## src/rtl/img_downsample_28_if.sv

```systemverilog
// img_downsample_28_if
// Groups the pixel-stream signals of the decimator. The slave modport is the
// decimator's view: the camera stream arrives on iFVAL/iLVAL/iDVAL/iDATA and
// the decimated 28x28 frame leaves on oFVAL/oDVAL/oDATA/oFrame_done. The
// master modport is the view of whatever drives the stream and consumes the
// output.
interface img_downsample_28_if;
    logic        iFVAL;        // input frame valid
    logic        iLVAL;        // input line valid
    logic        iDVAL;        // input pixel valid (qualified by iLVAL)
    logic [11:0] iDATA;        // grayscale input pixel
    logic        oFVAL;        // output frame valid
    logic        oDVAL;        // output pixel valid, single-cycle pulses
    logic [15:0] oDATA;        // {4'h0, avg}
    logic        oFrame_done;  // pulse after the last output pixel

    modport slave (
        input  iFVAL, iLVAL, iDVAL, iDATA,
        output oFVAL, oDVAL, oDATA, oFrame_done
    );

    modport master (
        output iFVAL, iLVAL, iDVAL, iDATA,
        input  oFVAL, oDVAL, oDATA, oFrame_done
    );
endinterface

```

## src/rtl/img_downsample_28.sv

```systemverilog
// img_downsample_28
// Crops a centred window out of the full-resolution grayscale stream,
// box-averages each (2^TS_LOG2)^2 tile and emits the NT x NT result as a
// raster stream (row-major, column-minor) for the capture FSM.
//
// Ports:
//   pxlclk  pixel clock, rising edge
//   rst     asynchronous active-high reset
//   bus     img_downsample_28_if.slave (iFVAL/iLVAL/iDVAL/iDATA in,
//           oFVAL/oDVAL/oDATA/oFrame_done out)
//
// Build option: define IMG_INVERT_EN to emit 12'hFFF - avg instead of avg.
//
// TS_LOG2/NT default to 16x16 tiles and a 28x28 output (448x448 window);
// they exist so that scaled-down instances share the same datapath.
module img_downsample_28 #(
    parameter int IN_W    = 640,
    parameter int IN_H    = 480,
    parameter int X_OFF   = 96,
    parameter int Y_OFF   = 16,
    parameter int TS_LOG2 = 4,
    parameter int NT      = 28
) (
    input  logic pxlclk,
    input  logic rst,
    img_downsample_28_if.slave bus
);
    localparam int         WIN   = NT << TS_LOG2;
    localparam int         CW    = $clog2(NT);
    localparam logic [9:0] TOTAL = 10'(NT * NT);
    localparam logic [9:0] XW    = 10'(IN_W);
    localparam logic [9:0] XLO   = 10'(X_OFF);
    localparam logic [9:0] XHI   = 10'(X_OFF + WIN);
    localparam logic [8:0] YH    = 9'(IN_H);
    localparam logic [8:0] YLO   = 9'(Y_OFF);
    localparam logic [8:0] YHI   = 9'(Y_OFF + WIN);
    localparam logic [9:0] XMSK  = 10'((1 << TS_LOG2) - 1);
    localparam logic [8:0] YMSK  = 9'((1 << TS_LOG2) - 1);

    typedef enum logic [1:0] {WAIT_FRAME, ACTIVE, DONE} state_t;

    state_t      state_q, state_d;
    logic        fval_q, lval_q;
    logic [9:0]  x_q, x_d, x_cur;
    logic [8:0]  y_q, y_d, y_cur;
    logic [9:0]  cnt_q, cnt_d;
    logic        dval_q, done_q, done_d;
    logic [15:0] data_q, pix;
    logic [19:0] acc_q [NT];

    logic        frame_start, lval_rise, lval_fall, accept;
    logic        in_win, tile_end, run, clr_acc, emit;
    logic [9:0]  xo;
    logic [8:0]  yo;
    logic [CW-1:0] col;
    logic [19:0] sum;
    logic [11:0] avg;

    assign frame_start = bus.iFVAL & ~fval_q;
    assign lval_rise   = bus.iLVAL & ~lval_q;
    assign lval_fall   = ~bus.iLVAL & lval_q;
    assign accept      = bus.iLVAL & bus.iDVAL;

    // The pixel arriving with the line (or frame) start is column/line 0.
    assign x_cur = (lval_rise | frame_start) ? '0 : x_q;
    assign y_cur = frame_start ? '0 : y_q;
    // Saturate so an over-long line can never wrap back into the window.
    assign x_d   = (accept && x_cur != '1) ? x_cur + 10'd1 : x_cur;
    assign y_d   = frame_start ? '0 : ((lval_fall && y_q != '1) ? y_q + 9'd1 : y_q);

    assign in_win = accept && (x_cur < XW) && (y_cur < YH) &&
                    (x_cur >= XLO) && (x_cur < XHI) &&
                    (y_cur >= YLO) && (y_cur < YHI);

    assign xo       = x_cur - XLO;
    assign yo       = y_cur - YLO;
    assign col      = CW'(xo >> TS_LOG2);
    assign tile_end = ((xo & XMSK) == XMSK) && ((yo & YMSK) == YMSK);

    // The closing pixel is folded in directly so the tile can be emitted
    // and its accumulator reused in the same cycle.
    assign sum = acc_q[col] + 20'(bus.iDATA);
    assign avg = 12'(sum >> (2 * TS_LOG2));

`ifdef IMG_INVERT_EN
    assign pix = {4'h0, 12'hFFF - avg};
`else
    assign pix = {4'h0, avg};
`endif

    assign emit = run & in_win & tile_end;

    always_comb begin
        state_d = state_q;
        cnt_d   = cnt_q;
        clr_acc = 1'b0;
        run     = 1'b0;
        done_d  = 1'b0;
        case (state_q)
            WAIT_FRAME: begin
                if (frame_start) begin
                    state_d = ACTIVE;
                    cnt_d   = '0;
                    clr_acc = 1'b1;
                end
            end
            ACTIVE: begin
                // Last pixel went out on the previous edge: drop oFVAL and
                // pulse done together, one cycle after the final oDVAL.
                if (cnt_q == TOTAL) begin
                    state_d = DONE;
                    done_d  = 1'b1;
                end else if (!bus.iFVAL) begin
                    state_d = WAIT_FRAME;
                    clr_acc = 1'b1;
                end else begin
                    run = 1'b1;
                    if (emit) cnt_d = cnt_q + 10'd1;
                end
            end
            DONE: begin
                if (!bus.iFVAL) state_d = WAIT_FRAME;
            end
            default: state_d = WAIT_FRAME;
        endcase
    end

    always_ff @(posedge pxlclk or posedge rst) begin
        if (rst) begin
            state_q <= WAIT_FRAME;
            fval_q  <= 1'b1;   // a frame in flight at release is skipped
            lval_q  <= 1'b0;
            x_q     <= '0;
            y_q     <= '0;
            cnt_q   <= '0;
            dval_q  <= 1'b0;
            data_q  <= '0;
            done_q  <= 1'b0;
        end else begin
            state_q <= state_d;
            fval_q  <= bus.iFVAL;
            lval_q  <= bus.iLVAL;
            x_q     <= x_d;
            y_q     <= y_d;
            cnt_q   <= cnt_d;
            dval_q  <= emit;
            done_q  <= done_d;
            if (emit) data_q <= pix;
        end
    end

    always_ff @(posedge pxlclk or posedge rst) begin
        if (rst) begin
            for (int i = 0; i < NT; i++) acc_q[i] <= '0;
        end else if (clr_acc) begin
            for (int i = 0; i < NT; i++) acc_q[i] <= '0;
        end else if (run && in_win) begin
            acc_q[col] <= tile_end ? '0 : sum;
        end
    end

    assign bus.oFVAL       = (state_q == ACTIVE);
    assign bus.oDVAL       = dval_q;
    assign bus.oDATA       = data_q;
    assign bus.oFrame_done = done_q;
endmodule

```

## src/flat_wrapper.sv

```systemverilog
// flat-port wrapper written by rule: the top's interface ports become plain ports
module img_downsample_28_flat 
#(
    parameter int IN_W    = 640,
    parameter int IN_H    = 480,
    parameter int X_OFF   = 96,
    parameter int Y_OFF   = 16,
    parameter int TS_LOG2 = 4,
    parameter int NT      = 28
)
  (pxlclk, rst, bus_iFVAL, bus_iLVAL, bus_iDVAL, bus_iDATA, bus_oFVAL, bus_oDVAL, bus_oDATA, bus_oFrame_done);
  img_downsample_28_if bus_i ();
  input  logic pxlclk;
  input  logic rst;
  input wire logic [$bits(bus_i.iFVAL)-1:0] bus_iFVAL;
  input wire logic [$bits(bus_i.iLVAL)-1:0] bus_iLVAL;
  input wire logic [$bits(bus_i.iDVAL)-1:0] bus_iDVAL;
  input wire logic [$bits(bus_i.iDATA)-1:0] bus_iDATA;
  output wire logic [$bits(bus_i.oFVAL)-1:0] bus_oFVAL;
  output wire logic [$bits(bus_i.oDVAL)-1:0] bus_oDVAL;
  output wire logic [$bits(bus_i.oDATA)-1:0] bus_oDATA;
  output wire logic [$bits(bus_i.oFrame_done)-1:0] bus_oFrame_done;
  assign bus_i.iFVAL = bus_iFVAL;
  assign bus_i.iLVAL = bus_iLVAL;
  assign bus_i.iDVAL = bus_iDVAL;
  assign bus_i.iDATA = bus_iDATA;
  assign bus_oFVAL = bus_i.oFVAL;
  assign bus_oDVAL = bus_i.oDVAL;
  assign bus_oDATA = bus_i.oDATA;
  assign bus_oFrame_done = bus_i.oFrame_done;
  img_downsample_28 #(.IN_W(IN_W), .IN_H(IN_H), .X_OFF(X_OFF), .Y_OFF(Y_OFF), .TS_LOG2(TS_LOG2), .NT(NT)) u_core (.pxlclk(pxlclk), .rst(rst), .bus(bus_i));
endmodule
```

## config.mk

```make
export PLATFORM = sky130hd
export DESIGN_NAME = img_downsample_28_flat
export DESIGN_NICKNAME = d
export VERILOG_FILES = /design/src/rtl/img_downsample_28_if.sv /design/src/rtl/img_downsample_28.sv /design/src/flat_wrapper.sv
export SDC_FILE = /design/constraint.sdc
export NUM_CORES = 1
export LEC_CHECK = 0
export ABC_AREA = 0
export CAP_MARGIN = 20
export CORE_UTILIZATION = 55
export CTS_CLUSTER_DIAMETER = 40
export DETAILED_ROUTE_END_ITERATION = 10
export GPL_TIMING_DRIVEN = 0
export HOLD_SLACK_MARGIN = 0.1
export PLACE_DENSITY = 0.71
export RECOVER_POWER = 100
export SLEW_MARGIN = 20
export SYNTH_ARGS = -nofsm -noshare
export SYNTH_HDL_FRONTEND = slang
export SYNTH_SLANG_ARGS = --single-unit
```

## constraint.sdc

```tcl
create_clock -name pxlclk -period 24 [get_ports pxlclk]
set_clock_uncertainty 0.15 [all_clocks]
set_input_delay 4.8 -clock pxlclk [delete_from_list [all_inputs] [get_ports pxlclk]]
set_output_delay 4.8 -clock pxlclk [all_outputs]
set_load 0.01 [all_outputs]
```

==> results by stage, run 1 <==
Worst setup path:
- The worst register-to-register path has a depth of 24.
- STA classifies the critical path endpoint as a flop.
- The largest single stage delay on the critical path is 1.28 ns.
- The cell with the biggest individual delay on the critical path is o21ai_0.
- In this run the critical register-to-register path is captured at u_core.acc_q[458].
- The cell class contributing the biggest share of worst-path delay is buffers and inverters.
- The most frequent cell on the critical path is clkbuf_1.
- The register-to-register path setup slack is about 13 ns.
- By startpoint and endpoint, the worst setup path is classified as in -> reg.
- The origin of the critical flop-to-flop path is u_core.fval_q.
- The critical path data arrival time is approximately 16 ns.
- Counting buffers and inverters, the worst setup path is 25 cells deep.
- The worst-path maximum fanout is 10.
- The worst setup path is launched from an input pin.
- At the worst endpoint, the required time is 24.35 ns.
- The number of buffers and inverters on the critical path is 9.

Cells and area:
- After the last flow step, the layout net total stands at 3084.
- In the layout the commonest cells are dfrtp_1, nand2_1, o21ai_0, a22o_1, clkbuf_1.
- The most common library cell in the layout ignoring fill and taps is dfrtp_1.
- The ratio of cells with drive above 1 in the final layout is 10.5%.
- Leaving out filler cells and counting taps, the final layout contains approximately 3800.
- From synthesis to final layout, the design area changed by 16.2%.

Timing:
- The number of hold violations in the final report is 0.
- The worst path setup slack after routing is just over 8 ns.
- The maximum clock rate is around 0.064 GHz.
- The total negative slack for setup checks is 0 ns.
- The tightest hold path in the finished design has a slack of ~0.32 ns.
- Setup repair after global routing left no endpoint under its margin.
- The final setup violation count is 0.
- The max-slew violation count is roughly 560.
- The minimum clock period is approximately 16 ns.
- In this run the tightest slew margin relative to its limit is -284%.
- In the finished design, the share of the clock period the worst path needs comes to approximately two thirds.
- For the pin with the worst max-slew slack, the measured transition is about 5.8 ns.

Placed design:
- The number of port buffers is 31.
- The final HPWL from detailed placement is approximately 87 mm.
- The number of cells after detailed placement is ~3600.
- The routability congestion estimate is a little over 1.
- At the placement stage, the worst setup path has a slack of 10.37 ns.

Route:
- The number of DRC markers in iteration 0 is 4128.
- For this block, the routed nets add up to roughly 120 mm of wire.
- The via count of the routed design is roughly 27000.
- Using the TritonRoute via totals, the vias-per-cell ratio works out to around 7.1.
- For this run, the detailed router's first-pass iteration total came to 6.
- In the final routed layout, each cell accounts on average for 32.5 µm.
- The remaining antenna violation count is 0.
- The number of DRC violations after detailed routing is 0.

Pwr:
- The analysis attributes to net switching a power of between 700 and 800 µW.
- The areal power density over the cells is between 80 and 90 mW/mm².
- The proportion of power drawn by combinational gates is just under 9%.
- The switching share of power is about 28%.
- VDD sags by at most ~0.07 mV.
- After layout, the design draws a total of about 2.8 mW.
- The share of total power in the clock network is a little over half.
- The sequential power share is 37.2%.
- Internal power comes to 2.01 mW.
- The leakage component of the power is roughly 14 nW.

GRT:
- The number of global-route vias before repair is ~26000.
- The wire length of the first global-routing pass is roughly 180 mm.
- In the global route stage, overall resource usage came out at between 40% and 50%.
- The total congestion overflow is 0.
- The initial antenna violation count is 3.
- Entering global routing, the biggest net connects ~110 pins.

Clocking:
- The number of clock sinks is approximately 610.
- The number of buffers inserted to repair setup after CTS is 0.
- Hold repair after CTS inserted 0 buffers.
- In this run the deepest clock path goes through 3 buffers.
- The total CTS buffers is 98.
- The H-tree depth is 3.
- The root buffer selected by CTS is clkbuf_16.
- The clock-pin slew reported for the worst setup and hold paths after clock tree synthesis is around 0.05 ns.
- TritonCTS built the clock tree.
- The number of gates resized after CTS was 0.
- The clock reaches the later pin of the worst-skew pair after approximately 0.67 ns.

Worst hold path:
- The number of stages on the worst hold path is 2.
- The hold-critical path endpoint is u_core.acc_q[196].
- The class of the tightest hold or removal check is reg -> reg.
- The worst hold path begins at u_core.acc_q[196].

Synthesis:
- The cell type with the highest aggregate area in the netlist is dfrtp_1.
- The cell count after synthesis is around 2900.
- The register bit count reported by yosys is between 600 and 700.
- By area the synthesized netlist is led by dfrtp_1, a22o_1, o21ai_0.
- The total number of yosys warnings is 0.
- In this run the cell area of the synthesized design comes to 0.0290 mm².
- The share of the yosys chip area belonging to registers is between 50 and 60%.
- In this run, synthesis inferred 0 flip-flops with an integrated enable.
- The main flop type after synthesis is dfrtp_1.
- The share of flip-flops with an asynchronous set or reset is 100%.
- Synthesis instantiated between 80 and 90 different standard cells from the library.
- The mean area per synthesized cell is about 10 µm².
- Of the post-synthesis cell area, the dominant cell type holds 52.3%.

Floorplanning:
- The initial core utilization is a little under three fifths.
- The core region is roughly 0.052 mm².
- The die outline area is between 0.05 and 0.06 mm².
- From left edge to right edge, the die measures 232 µm.
- During I/O placement, the number of pins put on the boundary was 36.
- The die is between 200 and 250 µm tall.
- Row generation in the floorplan step produced 83 rows.

Job:
- Across the run, the number of max-cap violations was 9.

Status:
- The flow ran to the end, but the final reports show violations.
- The checks that failed: capacitance limit, slew limit.
power by group through the flow:
stage	logic (mW)	registers [mW]	clock network (mW)
6_report	0.247	1.04	1.50
5_1_grt	0.254	1.04	1.54
4_1_cts	0.238	1.03	1.50
3_5_place_dp	0.237	1.05	0
3_3_place_gp	0.227	1.05	0
2_1_floorplan	0.125	1.05	0
Yosys cell counts (31+ instances only):
| library cell | count |
|---|---|
| o21ai_0 | 324 |
| dfrtp_1 | 606 |
| a22o_1 | 208 |
| mux2_2 | 43 |
| a21oi_1 | 154 |
| nor2_1 | 138 |
| o21ai_1 | 54 |
| o221ai_1 | 42 |
| mux2i_1 | 86 |
| nand3_1 | 110 |
| buf_2 | 63 |
| a32o_1 | 56 |
| nand2_1 | 418 |
| nor3_1 | 31 |
| clkbuf_1 | 135 |
flip-flops by register name (all words and copies together) (netlist names):
name	count
u_core.acc_q	560
u_core.bus.oDATA	12
u_core.bus.oDVAL	1
u_core.bus.oFrame_done	1
u_core.cnt_q	10
u_core.fval_q	1
u_core.lval_q	1
u_core.state_q	2
u_core.x_q	10
u_core.y_q	9
metal layers:
metal | vias up | GRT usage [%] | wire length, µm
met5 | - | 0 | 0
met2 | 2254 | 64.2 | 50300
li1 | 10984 | - | -
met4 | 0 | 26.4 | 8290
met3 | 516 | 17.4 | 18400
met1 | 13415 | 62.4 | 46800
metrics by stage:
| stage | util (%) | cell area (µm²) |
|---|---|---|
| global placement | 58.3 | 30200 |
| CTS | 65.6 | 33900 |
| detailed placement | 58.8 | 30400 |
| finish | 65.1 | 33700 |
| global route | 65.1 | 33700 |
| floorplan | - | 29000 |
area by class of cell:
type | instances | area (µm²)
fillers | 4129 | 18000
flip-flops and latches | 607 | 15200
multi-input cells | 2030 | 12600
clock buffers | 120 | 2720
plain buffers | 251 | 1090
well taps | 680 | 851
clock inverters | 63 | 778
repair buffers | 40 | 380
inverters | 19 | 72.6
diodes | 2 | 5.00
worst max path at each step:
stage | from | end | slack [ns]
2_1_floorplan | rst | u_core.acc_q[0] | 2.06
3_3_place_gp | rst | u_core.acc_q[211] | -4.49
3_5_place_dp | bus_iFVAL | u_core.acc_q[152] | 10.37
4_1_cts | bus_iFVAL | u_core.acc_q[192] | 11.02
5_1_grt | rst | u_core.acc_q[415] | 7.48
6_report | bus_iFVAL | u_core.acc_q[458] | 8.29
cell families (layout without fill, tap and decap cells):
family / count (synthesis) / after routing / synth area share [%]
simple gates: 829 / 829 / 12.8
other cells: 1 / 6 / 0.0129
xor+xnor: 38 / 38 / 1.15
flops: 607 / 607 / 52.4
compound gates: 1001 / 1001 / 23.1
fa+ha+maj: 20 / 20 / 0.889
buf+inv: 270 / 493 / 4.29
mux: 138 / 138 / 5.34
worst reg2reg max path: cells and delay by family (launching register included):
kind	cells	cell delay (ns)
buf+inv	8	4.62
compound gates	6	3.23
simple gates	7	1.84
flops	1	0.53
fa+ha+maj	2	0.48
xor+xnor	1	0.20
Note: power is estimated with default switching activity, not from simulation.
==> inputs of run 2 (changes only) <==
--- a/config.mk
+++ b/config.mk
@@ -12,7 +12,7 @@
 export DETAILED_ROUTE_END_ITERATION = 10
 export GPL_TIMING_DRIVEN = 0
 export HOLD_SLACK_MARGIN = 0.1
-export PLACE_DENSITY = 0.71
+export PLACE_DENSITY = 0.74
 export RECOVER_POWER = 100
 export SLEW_MARGIN = 20
 export SYNTH_ARGS = -nofsm -noshare
==> constraint.sdc (replaced) <==
create_clock -name pxlclk -period 13.8 [get_ports pxlclk]
set_clock_uncertainty 0.15 [all_clocks]
set_input_delay 2.76 -clock pxlclk [delete_from_list [all_inputs] [get_ports pxlclk]]
set_output_delay 2.76 -clock pxlclk [all_outputs]
set_load 0.01 [all_outputs]
==> results by stage, run 2 (synthesis gave the netlist of run 1 again) <==
Floorplanning:
- The row count is 83 (unchanged).
- The die span in y was 232 µm (unchanged).
- The horizontal die dimension was 232 µm (unchanged).
- The die outline area came to 0.0536 mm² (unchanged).
- The number of top-level pins came to 36 (unchanged).
- The area of the placeable core was 0.0517 mm² (unchanged).
- The initial core utilization is 56.0% (unchanged).

Route:
- The number of optimization iterations in the first detailed-route pass is 6 (unchanged).
- The top layer reached by signal wires is met5.
- The via count of the routed design is 27314 (+0.53%).
- The sum of routed wire length over all layers is 121 mm (-2.4%).
- The detailed-route wire length on metal 1 came to 44.6 mm (-4.7%).
- The average wire length per cell after detail routing was 31.7 µm (-2.3%).
- The post-detailed-route via-to-cell ratio is 7.18 (+0.72%).
- The met2 wire length is 49.8 mm (-1.1%).
- The number of DRC violations after detailed routing is 0 (unchanged).
- The remaining antenna violation count is 0 (unchanged).
- The number of DRC markers in iteration 0 is 4328 (+4.8%).
- The total met3 wirelength after detailed routing is 17.9 mm (-2.9%).

Placed design:
- The final HPWL from detailed placement is 85.7 mm (-1.1%).
- The routability congestion estimate is 1.05 (+2.5%).
- The number of port buffers was 31 (unchanged).
- The number of cells after detailed placement is 3642 (+0.41%).
- The post-placement cell area is 0.0307 mm² (+0.82%).

Cells and area:
- The final standard cell count with taps included and fillers excluded is 3805 (-0.18%).
- The number of diodes is 0 (-2).
- The number of fill cells in the layout came to 4148 (+0.46%).
- The number of flip-flops in the largest register is 560 (unchanged).
- The library cells used most frequently in the layout, excluding fill and tap cells, are dfrtp_1, nand2_1, o21ai_0, a22o_1, clkbuf_1.
- The area occupied by registers was 0.0152 mm² (unchanged).
- The area occupied by multi-input gates came to 0.0126 mm² (about the same).
- The net count reported at finish is 3090 (+0.19%).
- Leaving out fill and tap cells, the most frequent cell in the layout is dfrtp_1.
- Relative to the synthesized area, the layout overhead comes to 15.4%.
- The cell area after layout is 0.0335 mm² (-0.62%).
- The register name with the most flops is u_core.acc_q.
- The ratio of cells with drive above 1 in the final layout came to 9.76% (-0.75 points).

Status:
- The run finished, with violations left.
- The checks that failed: capacitance limit, slew limit.

Clocking:
- The H-tree depth is 3 (unchanged).
- The root buffer selected by CTS is clkbuf_16.
- The total CTS buffers is 87 (-11%).
- The insertion delay of the later-clocked pin in the worst-skew pair was 0.65 ns (-0.02 ns).
- The hold buffer count at cts is 0 (unchanged).
- The number of buffers inserted to repair setup after CTS is 0 (unchanged).
- The maximum clock path buffer count was 3 (unchanged).
- The clock-pin slew reported for the worst setup and hold paths after clock tree synthesis is 0.05 ns (about the same).
- The number of clock sinks came to 607 (unchanged).
- The quantity of gates resized following cts was 0 (unchanged).
- The CTS tree is done.

Timing:
- The transition time at the pin with the least slew margin is 2.03 ns (-3.73 ns).
- The remaining max-slew budget at the tightest pin is -35.6% (+250 points).
- The number of hold violations in the final report is 0 (unchanged).
- The ratio of final minimum period to clock period is between 90% and 100%.
- Setup repair after global routing left no endpoint under its margin.
- The final setup violation count is 0 (unchanged).
- Timing would allow up to roughly 0.08 GHz.
- Subtracting the final worst setup slack from the clock period gives 12.47 ns.
- The max-slew violation count was 444 (-21%).

GRT:
- The initial antenna violation count is 4 (+1).
- The total congestion overflow is 0 (unchanged).
- The all-layer global routing usage is 45.5% (-0.93 points).
- The wire length of the first global-routing pass is 176 mm (-1.2%).
- The pin count of the biggest net entering global routing is 38 (-66%).
- The number of global-route vias before repair was 26531 (+1.7%).

Worst setup path:
- The worst flop-to-flop path endpoint is u_core.acc_q[454].
- The worst setup path is captured at a flop.
- The cell depth of the worst flop-to-flop path was 24 (unchanged).
- The type of the worst setup path is in -> reg.
- The critical path data arrival time is 12.81 ns (-3.25 ns).
- The register-to-register path setup slack is 3.81 ns (-9.00 ns).
- The data required time at the worst endpoint came to 14.14 ns (-10.21 ns).
- The worst-path maximum fanout came to 10 (unchanged).
- The worst setup path is launched from an input pin.
- In this run the critical register-to-register path is launched from u_core.fval_q.
- The source of the critical timing path is bus_iFVAL.

Pwr:
- The peak supply drop came to 0.101 mV (+45%).
- The leakage component of the power is 14.3 nW (-0.74%).
- The areal power density over the cells is 141 mW/mm² (+70%).

Worst hold path:
- For hold timing, the worst endpoint is u_core.acc_q[116].
- The start point of the worst min-delay path is u_core.acc_q[116].
- The number of stages on the worst hold path is 2 (unchanged).
- The class of the tightest hold or removal check is reg -> reg.

Job:
- The number of violations of the max-capacitance limit is 13 (+4).
run 2: changes by cell type in the layout (fill, tap and decap cells not counted), sizes merged:
cell and change:
bufinv +5, inv -7, clkinvlp -3, diode -2
clkinv -7, clkbuf +5, buf +2
run 2: how the worst max path moves through the flow:
stage / endpoint / slack, ns
6_report: u_core.acc_q[454] / 1.33
5_1_grt: u_core.acc_q[456] / 1.20
4_1_cts: u_core.acc_q[412] / 3.06
3_5_place_dp: u_core.acc_q[372] / 2.42
3_3_place_gp: u_core.acc_q[328] / -0.91
2_1_floorplan: u_core.acc_q[0] / 2.61
run 2: worst max-delay path: stages:
cell	delay, ns
dlygate4sd3_1	0.71
nor2b_1	0.21
clkbuf_1	0.25
nor2_1	0.31
clkbuf_1	0.62
clkbuf_1	0.67
clkbuf_1	0.71
clkbuf_1	0.94
nand2_1	0.13
o221ai_1	0.30
o21ai_0	0.33
nor4_1	0.70
nor2_1	0.25
ha_1	0.42
nand3b_1	0.09
nand2_1	0.13
a311oi_1	0.11
nor2_1	0.18
o41ai_1	0.13
o21ai_0	1.11
nand2_1	0.16
xnor2_1	0.27
clkbuf_1	0.40
clkbuf_1	0.62
o21ai_0	0.22
run 2: routing by layer:
layer	track usage [%]	vias up
li1	-	10979
met1	59.2	13500
met2	63.4	2278
met3	18.0	555
met4	27.8	2
met5	0	-
run 2: through the flow:
| stage | TNS (ns) | total power, mW | setup slack (ns) | util [%] | hold slack (ns) |
|---|---|---|---|---|---|
| 6_report | 0 | 4.71 | 1.33 | 64.7 | 0.324 |
| 5_1_grt | 0 | 4.79 | 1.20 | 64.7 | 0.345 |
| 4_1_cts | 0 | 4.69 | 3.06 | 65.6 | 0.323 |
| 3_5_place_dp | 0 | 2.24 | 2.42 | 59.3 | 0.312 |
| 3_3_place_gp | -475.17 | 2.22 | -0.909 | 58.3 | 0.304 |
| 2_1_floorplan | 0 | 2.05 | 2.61 | - | 0.292 |
run 2: cell type report:
cell class                      instances  area share [%]
Inverter                               19           0.217
Multi-Input combinational cell       2030            37.6
Sequential cell                       607            45.4
Timing Repair Buffer                   57            1.30
Clock inverter                         51            2.32
Buffer                                251            3.28
Clock buffer                          110            7.35
Tap cell                              680            2.54
run 2: power breakdown:
group | switching [mW] | internal (mW) | total, mW
Clock | 0.894 | 1.59 | 2.48
Combinational | 0.354 | 0.0690 | 0.423
Sequential | 0.00888 | 1.79 | 1.80
